File: config.mk
export PLATFORM = sky130hd
export DESIGN_NAME = pwm_quad_ctrl
export DESIGN_NICKNAME = d
export VERILOG_FILES = /design/src/rtl/pwm_quad_ctrl.sv
export SDC_FILE = /design/constraint.sdc
export NUM_CORES = 1
export LEC_CHECK = 0
export BUFFER_PORTS_ARGS = -buffer_cell sky130_fd_sc_hd__clkbuf_2
export CAP_MARGIN = 25
export CORE_AREA = 2 2 114 160
export CTS_BUF_LIST = sky130_fd_sc_hd__clkbuf_8
export DETAILED_ROUTE_END_ITERATION = 12
export DIE_AREA = 0 0 116 162
export HOLD_SLACK_MARGIN = 0.12
export PLACE_DENSITY_LB_ADDON = 0.08
export SLEW_MARGIN = 15
export SYNTH_ARGS = -nofsm -noshare
export SYNTH_HDL_FRONTEND = slang
export SYNTH_SLANG_ARGS = --single-unit
File: constraint.sdc
create_clock -name clk_clk -period 4.9 [get_ports clk_clk]
set_clock_uncertainty 0.2 [all_clocks]
set_input_delay 0.245 -clock clk_clk [delete_from_list [all_inputs] [get_ports clk_clk]]
set_output_delay 0.245 -clock clk_clk [all_outputs]
set_load 0.005 [all_outputs]
File: src/rtl/pwm_quad_ctrl.sv
// pwm_quad_ctrl: Avalon-MM slave with NUM_CH shared-period PWM channels and an x4 quadrature decoder.
// Define QUAD_FILTER_EN to insert a 4-sample glitch filter between the synchroniser and the decoder.
module pwm_quad_ctrl #(
  parameter int unsigned NUM_CH = 2,
  parameter int unsigned CNT_W  = 16,
  parameter int unsigned POS_W  = 32
) (
  input  logic              clk_clk,
  input  logic              reset_reset,
  input  logic [3:0]        avs_address,
  input  logic              avs_write,
  input  logic [31:0]       avs_writedata,
  input  logic              avs_read,
  output logic [31:0]       avs_readdata,
  output logic [NUM_CH-1:0] pwm_out_new_signal,
  input  logic [1:0]        encoder_in_new_signal,
  output logic              irq
);

  localparam logic [3:0]  AddrCtrl   = 4'd0;
  localparam logic [3:0]  AddrPeriod = 4'd1;
  localparam logic [3:0]  AddrStatus = 4'd2;
  localparam logic [3:0]  AddrPos    = 4'd3;
  localparam int unsigned DutyBase   = 4;

  // Register file
  logic             r_en;
  logic             r_irq_en;
  logic [CNT_W-1:0] r_period;
  logic [CNT_W-1:0] r_duty [NUM_CH];
  logic             r_err;
  logic [POS_W-1:0] r_pos;
  logic [31:0]      r_rdata;

  // PWM engine
  logic [CNT_W-1:0]  r_cnt;
  logic [CNT_W-1:0]  r_act_period;
  logic [CNT_W-1:0]  r_act_duty [NUM_CH];
  logic              r_running;
  logic [NUM_CH-1:0] r_pwm;

  // Encoder path
  logic [1:0] r_sync1;
  logic [1:0] r_sync2;
  logic [1:0] r_prev;

  logic             w_wr_ctrl;
  logic             w_wr_period;
  logic             w_wr_status;
  logic             w_pos_clr;
  logic             w_err_clr;
  logic             w_run;
  logic             w_wrap;
  logic             w_load;
  logic [CNT_W:0]   w_cnt_inc;
  logic [CNT_W-1:0] w_eff_period;
  logic [CNT_W-1:0] w_eff_duty [NUM_CH];
  logic [1:0]       w_dec;
  logic [1:0]       w_step;
  logic             w_inc;
  logic             w_dn;
  logic             w_illegal;
  logic [31:0]      w_rdata;
  logic             w_unused_wdata;

  assign w_unused_wdata = ^avs_writedata;

  assign w_wr_ctrl   = avs_write && (avs_address == AddrCtrl);
  assign w_wr_period = avs_write && (avs_address == AddrPeriod);
  assign w_wr_status = avs_write && (avs_address == AddrStatus);
  assign w_pos_clr   = w_wr_ctrl && avs_writedata[1];
  assign w_err_clr   = w_wr_status && avs_writedata[0];

  always_ff @(posedge clk_clk) begin
    if (reset_reset) begin
      r_en     <= 1'b0;
      r_irq_en <= 1'b0;
      r_period <= '0;
      for (int n = 0; n < int'(NUM_CH); n++) begin
        r_duty[n] <= '0;
      end
    end else begin
      if (w_wr_ctrl) begin
        r_en     <= avs_writedata[0];
        r_irq_en <= avs_writedata[2];
      end
      if (w_wr_period) begin
        r_period <= avs_writedata[CNT_W-1:0];
      end
      for (int n = 0; n < int'(NUM_CH); n++) begin
        if (avs_write && (avs_address == 4'(DutyBase + n))) begin
          r_duty[n] <= avs_writedata[CNT_W-1:0];
        end
      end
    end
  end

  // While idle (or on the first running cycle) the live registers are used directly;
  // once running, the shadow copies hold until the period boundary.
  assign w_run     = r_en && (r_period != '0);
  assign w_cnt_inc = {1'b0, r_cnt} + {{CNT_W{1'b0}}, 1'b1};
  assign w_wrap    = w_cnt_inc >= {1'b0, w_eff_period};
  assign w_load    = !w_run || !r_running || w_wrap;

  always_comb begin
    w_eff_period = r_running ? r_act_period : r_period;
    for (int n = 0; n < int'(NUM_CH); n++) begin
      w_eff_duty[n] = r_running ? r_act_duty[n] : r_duty[n];
    end
  end

  always_ff @(posedge clk_clk) begin
    if (reset_reset) begin
      r_cnt        <= '0;
      r_act_period <= '0;
      r_running    <= 1'b0;
      r_pwm        <= '0;
      for (int n = 0; n < int'(NUM_CH); n++) begin
        r_act_duty[n] <= '0;
      end
    end else begin
      r_running <= w_run;
      if (!w_run || w_wrap) begin
        r_cnt <= '0;
      end else begin
        r_cnt <= w_cnt_inc[CNT_W-1:0];
      end
      if (w_load) begin
        r_act_period <= r_period;
        for (int n = 0; n < int'(NUM_CH); n++) begin
          r_act_duty[n] <= r_duty[n];
        end
      end
      for (int n = 0; n < int'(NUM_CH); n++) begin
        r_pwm[n] <= w_run && (r_cnt < w_eff_duty[n]);
      end
    end
  end

`ifdef QUAD_FILTER_EN
  logic [1:0] r_hist0;
  logic [1:0] r_hist1;
  logic [1:0] r_hist2;
  logic       w_agree;

  always_ff @(posedge clk_clk) begin
    if (reset_reset) begin
      r_hist0 <= '0;
      r_hist1 <= '0;
      r_hist2 <= '0;
    end else begin
      r_hist0 <= r_sync2;
      r_hist1 <= r_hist0;
      r_hist2 <= r_hist1;
    end
  end

  // The last accepted value lives in r_prev, so holding the filter output is just reusing it.
  assign w_agree = (r_sync2 == r_hist0) && (r_hist0 == r_hist1) && (r_hist1 == r_hist2);
  assign w_dec   = w_agree ? r_sync2 : r_prev;
`else
  assign w_dec = r_sync2;
`endif

  function automatic logic [1:0] gray_idx(input logic [1:0] ba);
    case (ba)
      2'b00:   gray_idx = 2'd0;
      2'b01:   gray_idx = 2'd1;
      2'b11:   gray_idx = 2'd2;
      default: gray_idx = 2'd3;
    endcase
  endfunction

  assign w_step    = gray_idx(w_dec) - gray_idx(r_prev);
  assign w_inc     = (w_step == 2'd1);
  assign w_dn      = (w_step == 2'd3);
  assign w_illegal = (w_step == 2'd2);

  always_ff @(posedge clk_clk) begin
    if (reset_reset) begin
      r_sync1 <= '0;
      r_sync2 <= '0;
      r_prev  <= '0;
      r_pos   <= '0;
      r_err   <= 1'b0;
    end else begin
      r_sync1 <= encoder_in_new_signal;
      r_sync2 <= r_sync1;
      r_prev  <= w_dec;
      if (w_pos_clr) begin
        r_pos <= '0;
      end else if (w_inc) begin
        r_pos <= r_pos + {{(POS_W-1){1'b0}}, 1'b1};
      end else if (w_dn) begin
        r_pos <= r_pos - {{(POS_W-1){1'b0}}, 1'b1};
      end
      if (w_illegal) begin
        r_err <= 1'b1;
      end else if (w_err_clr) begin
        r_err <= 1'b0;
      end
    end
  end

  always_comb begin
    w_rdata = '0;
    case (avs_address)
      AddrCtrl:   w_rdata = {29'b0, r_irq_en, 1'b0, r_en};
      AddrPeriod: w_rdata[CNT_W-1:0] = r_period;
      AddrStatus: w_rdata[0] = r_err;
      AddrPos:    w_rdata = 32'(signed'(r_pos));
      default: begin
        for (int n = 0; n < int'(NUM_CH); n++) begin
          if (avs_address == 4'(DutyBase + n)) begin
            w_rdata[CNT_W-1:0] = r_duty[n];
          end
        end
      end
    endcase
  end

  always_ff @(posedge clk_clk) begin
    if (reset_reset) begin
      r_rdata <= '0;
    end else if (avs_read) begin
      r_rdata <= w_rdata;
    end
  end

  assign avs_readdata       = r_rdata;
  assign pwm_out_new_signal = r_pwm;
  assign irq                = r_err && r_irq_en;

endmodule

Yosys cells after proc, flatten, opt, wreduce, memory -nomap -nowiden:

Memories as Yosys holds them, arrays and structs flattened.
Index checks and enable logic that the tools add are counted.

* reduce and logical (&&, ||, !) cells: 24
* mux-type cells: 29
* $lt $le $gt $ge: 3
* bitwise logic cells: 4
* eq/ne operators: 12
* $add $sub $neg: 4

Operators by type and width (count)
* $mux 16: 10
* $mux 32: 2
* $pmux 15 s4: 1
* $add 32x1->32 const B: 1
* $lt 16x16->1: 2
* $sub 32x1->32 const B: 1
* $add 16x1->17 const B: 1
* $ge 17x16->1: 1
* $reduce_bool 16->1: 1
* $mux 1: 13
* $pmux 2 s3: 2
* $logic_and 1x1->1: 11
* $eq 2x2->1 const B: 4
* $eq 4x2->1 const B: 2
* $eq 4x3->1 const B: 2
* $eq 2x1->1 const B: 3
* $eq 4x1->1 const B: 1
* $logic_not 2->1: 2
* $logic_not 4->1: 1
* $or 1x1->1: 4
* $pmux 1 s4: 1
* $reduce_bool 2->1: 2
* $reduce_or 2->1: 2
* $logic_or 1x1->1: 3
* 2 further kinds: 3

* bits of input ports: 42
* bits in registers: 124
* logic and storage cells: 91
* output and inout port bits: 35
* memories kept: 2
* bits in writable memories: 64

Memories
* r_act_duty: depth 2, bits a word 16, read ports 2, clocked after memory_dff 0, wr ports 2, RTL line 38 `logic [CNT_W-1:0] r_act_duty [NUM_CH];`
* r_duty: depth 2, bits a word 16, read ports 2, clocked after memory_dff 0, wr ports 2, RTL line 30 `logic [CNT_W-1:0] r_duty [NUM_CH];`

Depth between registers and ports, before layout:

Gate-level depths: netlist (run 1).

* depth in word-level cells: 9
* mapped depth: 17

Least setup slack after synthesis (run 1):

No wires, ideal clock.

* path type: reg-to-reg
* start point: register r_running
* end point: memory r_act_duty[0][0], enable pin
* setup slack: 697 ps
* arrival: 3612 ps
* library setup time: 391 ps
* data required time: 4309 ps
* stages on the path, launching flop included: 13
* clock period less this slack: 4203 ps
* path buffers: 4
* cell sequence: dfxtp_1 > clkbuf_1 > buf_1 > clkbuf_1 > mux2i_1 > ha_1 > a21o_1 > a21o_1 > a21oi_1 > a21oi_1 > a211o_1 > clkbuf_1 > or2_1

RTL lines
* from (decl): RTL line 39 `logic r_running;`
* from (signal assigned): RTL line 122 `r_running <= w_run;`
* to (decl): RTL line 38

==> reports/results.tsv, run 1 <==
stage	metric	value	unit
timing	slew_headroom	34.40	%
floorplanning	die_x	116	um
timing	rsz0062_at_grt	false	
cts	clk_transition_reported_paths	100	ps
drt	num_vias	8038	
floorplanning	die_h	162	um
global_route	grt_pass1_vias	7850	
critical_path	cp_cell_sequence	ha_1, nand3_1, nor2_1, and3_1, nand3_1, xnor2_1, ha_1, a21o_1, a21o_1, a21oi_1, a21oi_1, a211o_1, or2_1, buf_4	
synthesis	synthArstFlopShare	0	%
critical_path	crit_slowest_cell	a211o_1	
timing	setup_viol	0	
synthesis	synth_flop_cell	dfxtp_1	
timing	fin_crit_sh	86.81	%
global_route	grt_pass1_wl	39780	um
cts	post_cts_buffers	0	
timing	period_needed	4254	ps
synthesis	synth_seq_cells	188	
timing	drv_slew	0	
place	dp_hpwl	18380	um
synthesis	ys_seq_area_share	42.48	%
worst_hold_path	min_path_type	input port to flop	
synthesis	syn_area	10370	sq um
drt	postRouteAntennaNets	0	
critical_path	critPathRequiredTime	4890	ps
critical_path	worstPathArrival	4250	ps
power_and_ir_drop	powerDensity	386.6	nW/um^2
timing	setup_tns	0	ps
layout	drive_above_1_share	10.24	%
place	port-buffer-count	60	
synthesis	synth.avg_cell_area	9.468	sq um
cts	ctsResizeCount	0	
drt	wl_per_cell	17.53	um
floorplanning	io_pins	77	
synthesis	synth-edff-count	64	
layout	area_growth	10.74	%
cts	cts_tree	done	
outcome	status	completed	
drt	drt_iter0_markers	408	
critical_path	cpPeakStageDelay	540	ps
synthesis	postSynthCellCount	1095	
floorplanning	rows	57	
timing	hold_violations	0	
cts	worst_skew_pair.late_latency	470	ps
synthesis	synth_fp_nets	1220	
global_route	gr-total-overflow	0	
cts	cts-root-buf	clkbuf_8	
timing	worst_pin_slew	984.0	ps
drt	drt_wl_total	24690	um
drt	vias_per_cell	5.709	
cts	htree_levels	4	
power_and_ir_drop	vdd_ir_drop_max	308.6	uV
floorplanning	dieArea	18790	sq um
synthesis	synth.distinct_cells	59	
cts	cts_made_buffers	17	
floorplanning	start_util	60.07	%
floorplanning	core_area	17260	sq um
place	globalplace.congestion	0.9341	
power_and_ir_drop	finalPower	4.438	mW
cts	clockBufferDepth	2	
critical_path	critPathLaunchType	flop	
global_route	antenna_found_initial	0	
global_route	grt_max_degree	50	
global_route	grt.total_usage	27.30	%
drt	dr.pass1.iters	4	
timing	max_freq	235.1	MHz
flow_run	maxCapViolations	0	
layout	num_antenna_cells	0	
critical_path	crit_type	flop to flop	
synthesis	yosysWarnings	0	
drt	drc	0	
power_and_ir_drop	p_leak	4.691	nW
critical_path	end_kind	flop	
layout	fin_nets	1284	
cts	cts_sinks	188	
critical_path	cp_max_fo	32	
## registers in the layout, indices dropped and copies added (netlist names)
name	cells
pwm_out_new_signal	2
r_en	1
r_pos	32
r_duty	32
r_act_duty	32
r_running	1
r_sync1	2
r_sync2	2
avs_readdata	32
r_irq_en	1
r_err	1
r_period	16
r_cnt	16
r_act_period	16
r_prev	2
## cell type report
class                           instances  area, sq um
Clock buffer                           17        234.0
Fill cell                            1505         5778
Multi-Input combinational cell        837         5695
Tap cell                              236        295.3
Timing Repair Buffer                   98        638.1
Sequential cell                       188         4405
Clock inverter                         15        148.9
Inverter                               17        63.81
## cells in the mapped netlist, drive strengths merged, types with 3 or more instances
library cell	number	area share (%)
nand2b	11	0.66
a21o	28	2.0
a21oi	104	5.0
o21ai	43	2.1
a31oi	6	0.36
xor2	20	1.7
nor4	5	0.30
inv	16	0.58
edfxtp	64	19
a211oi	23	1.8
mux2	3	0.33
o21bai	5	0.36
or2	3	0.18
xnor2	16	1.4
nor3	5	0.24
o31ai	4	0.34
dfxtp	124	24
nor2	107	3.9
nand4	11	0.66
ha	82	9.9
and2	53	3.2
nand3	25	1.2
and3	23	1.4
o21a	11	0.80
clkbuf	47	1.7
nand2	84	3.0
o211ai	6	0.48
or3	3	0.18
mux2i	88	8.5
buf	6	0.31
nor2b	44	2.7
## cell usage in the layout, fill, tap and decap left out, types with 16 or more instances in the layout
cell type      instances
nor2b_1               44
xnor2_1               16
nor2_1               107
nand3_1               25
xor2_1                20
o21ai_0               33
mux2i_1               88
ha_1                  82
and3_1                23
and2_1                53
nand2_1               84
clkbuf_8              17
buf_4                 17
edfxtp_1              64
clkbuf_2              60
dfxtp_1              123
a21oi_1              104
dlygate4sd3_1         21
a211oi_1              21
a21o_1                28
inv_1                 16
## kinds of logic after synthesis
logic type | synth area share [%]
buffers and inverters | 2.631
adders and majority gates | 10.09
AOI/OAI and AO/OA | 14.51
DFF | 42.48
muxes | 9.039
xor gates and xnor gates | 3.041
and+or+nand+nor | 18.21
## final timing paths
kind	depth (start not counted)	slack [ps]	to	start
max	14	650	r_act_duty[0][24]$_SDFFCE_PN0P_	r_cnt[0]$_SDFF_PP0_
max reg2reg	14	650	r_act_duty[0][24]$_SDFFCE_PN0P_	r_cnt[0]$_SDFF_PP0_
min reg2reg	1	250	r_sync2[1]$_SDFF_PP0_	r_sync1[1]$_SDFF_PP0_
min	4	220	avs_readdata[0]$_SDFFE_PP0P_	avs_address[3]
## repair_timing
| action | in CTS | in global routing |
|---|---|---|
| endpoints found under the hold margin | 53 | 0 |
| hold buffers | 21 | 0 |
| endpoints found under the setup margin | 0 | 0 |
## where the power goes
part	total [mW]	switching [mW]	internal, mW
registers	1.85	0.109	1.74
clock network	1.01	0.563	0.451
logic	1.57	0.895	0.678
## per-layer routing
metal / global-route usage (%) / vias to the layer above / routed length (um)
met1: 32.29 / 3826 / 10480
met5: 0 / - / 0
met3: 4.366 / 43 / 625
met4: 9.253 / 0 / 615
li1: - / 4035 / -
met2: 49.63 / 134 / 12970
## critical path, delay by kind of cell, from the launching register on
kind                     cells  cell delay [ps]
flip-flops                   1              460
buffers and inverters        1              270
XOR/XNOR                     1              230
AND/OR/NAND/NOR              5             1020
adder cells (fa/ha/maj)      2              500
AO/OA/AOI/OAI                5             1310
## through the flow
step	setup slack (ps)	instances	util, %	hold WS, ps	cell area [sq um]
6_report	646.4	1408	66.52	219.8	11480
2_1_floorplan	697.2	1095	-	173.2	10370
4_1_cts	622.0	1407	66.48	214.2	11470
3_3_place_gp	701.3	1354	63.04	218.2	10880
3_5_place_dp	634.6	1354	63.04	224.2	10880
5_1_grt	325.8	1408	66.52	247.0	11480
Note: power is estimated with default switching activity, not from simulation.
==> run 2: changes to the inputs <==
- BUFFER_PORTS_ARGS: -buffer_cell sky130_fd_sc_hd__clkbuf_2 -> -buffer_cell sky130_fd_sc_hd__buf_4
- MAX_ROUTING_LAYER: not set -> met4
==> run 2 against run 1 <==
Routed wire length rose by 0.72%. Critical path depth did not move. Sequential share of layout area fell by 0.58 points. Critical endpoint unchanged.
==> reports/results.tsv, run 2 (same netlist as run 1, synthesis figures left out) <==
stage	metric	value	unit
outcome	status	completed	
timing	worst_pin_slew	870.7	ps
drt	postRouteAntennaNets	0	
floorplanning	core_area	17260	sq um
layout	fill_cells	1455	
global_route	grt.total_usage	28.14	%
drt	drc	0	
drt	vias_per_cell	5.751	
place	globalplace.congestion	0.9224	
critical_path	worstPathArrival	4250	ps
floorplanning	rows	57	
timing	slew_headroom	41.95	%
timing	period_needed	4267	ps
worst_hold_path	min_path_type	input port to flop	
drt	drt_wl_total	24860	um
global_route	grt_max_degree	82	
place	port-buffer-count	60	
power_and_ir_drop	p_leak	4.761	nW
floorplanning	dieArea	18790	sq um
timing	hold_slack	148.0	ps
timing	fin_crit_sh	87.08	%
cts	clk_transition_reported_paths	90	ps
cts	cts_sinks	188	
timing	setup_tns	0	ps
critical_path	critPathRequiredTime	4880	ps
drt	num_vias	8115	
critical_path	crit_type	flop to flop	
global_route	grt_pass1_wl	39860	um
drt	drt_iter0_markers	447	
cts	cts-root-buf	clkbuf_8	
timing	max_freq	234.4	MHz
timing	fin_ws	632.9	ps
floorplanning	die_h	162	um
critical_path	critPathLaunchType	flop	
place	dpl_worst_slack	628.3	ps
place	dp_hpwl	18420	um
cts	worst_skew_pair.late_latency	470	ps
cts	clockBufferDepth	2	
layout	layout_commonest_cell	dfxtp_1	
layout	final_cell_mix	dfxtp_1, nor2_1, a21oi_1	
flow_run	maxCapViolations	0	
drt	dr.pass1.iters	5	
global_route	antenna_found_initial	0	
critical_path	cp_max_fo	32	
power_and_ir_drop	vdd_ir_drop_max	351.3	uV
floorplanning	io_pins	77	
global_route	grt_pass1_vias	7912	
timing	rsz0062_at_grt	false	
global_route	gr-total-overflow	0	
timing	drv_slew	0	
timing	setup_viol	0	
cts	cts_tree	done	
layout	fin_nets	1287	
power_and_ir_drop	powerDensity	382.2	nW/um^2
timing	hold_violations	0	
floorplanning	die_x	116	um
drt	wl_per_cell	17.62	um
place	dp_cells	1354	
critical_path	end_kind	flop	
layout	area_growth	12.45	%
cts	htree_levels	4	
layout	drive_above_1_share	10.30	%
floorplanning	start_util	60.07	%
layout	layout.cells.non_filler	1411	
cts	cts_made_buffers	17	
layout	num_antenna_cells	0	
## run 2: area by class of cell
cell class                      count  area (sq um)  share of cell area (%)
Timing Repair Buffer              101         818.3                   7.019
Clock buffer                       17         234.0                   2.007
Clock inverter                     15         146.4                   1.256
Multi-Input combinational cell    837          5695                   48.85
Tap cell                          236         295.3                   2.533
Inverter                           17         63.81                  0.5473
Sequential cell                   188          4405                   37.79
## run 2: routing by layer
metal  GRT usage, %  wire length (um)  vias to the layer above
met1          32.75             10370                     3846
met4          9.307               580                        0
li1               -                 -                     4040
met2          49.31             12980                      186
met5              -                 0                        -
met3          4.291               937                       43
## run 2: power breakdown
group / switching [mW] / internal [mW]
clock network: 0.560 / 0.453
logic: 0.899 / 0.690
registers: 0.112 / 1.74
## run 2: worst paths after layout
path / start / endpoint / slack (ps) / cells past startpoint
setup / recovery: r_cnt[0]$_SDFF_PP0_ / r_act_duty[0][24]$_SDFFCE_PN0P_ / 630 / 14
hold / removal: reset_reset / r_act_period[1]$_SDFFE_PP0P_ / 150 / 2
setup reg to reg: r_cnt[0]$_SDFF_PP0_ / r_act_duty[0][24]$_SDFFCE_PN0P_ / 630 / 14
hold reg to reg: r_sync1[1]$_SDFF_PP0_ / r_sync2[1]$_SDFF_PP0_ / 250 / 1
## run 2: repair_timing
| action | in CTS | in global routing |
|---|---|---|
| hold endpoints to repair | 73 | 0 |
| buffers inserted | 0 | 0 |
| gates resized for setup | 0 | 0 |
| hold buffers | 24 | 0 |
## run 2: worst max-delay path: stages, from the launching register on
cell and delay [ps]:
dfxtp_1 460, ha_1 230, nand3_1 130, nor2_1 210, and3_1 250, nand3_1 120
xnor2_1 240, ha_1 280, a21o_1 150, a21o_1 170, a21oi_1 230, a21oi_1 170
a211o_1 540, or2_1 300, buf_4 270
## run 2: stage by stage
stage / cell area, sq um / utilization, % / power, mW
2_1_floorplan: 10370 / - / 3.078
3_3_place_gp: 11030 / 63.91 / 3.420
3_5_place_dp: 11030 / 63.91 / 3.440
4_1_cts: 11650 / 67.51 / 4.467
5_1_grt: 11660 / 67.55 / 4.727
6_report: 11660 / 67.55 / 4.456
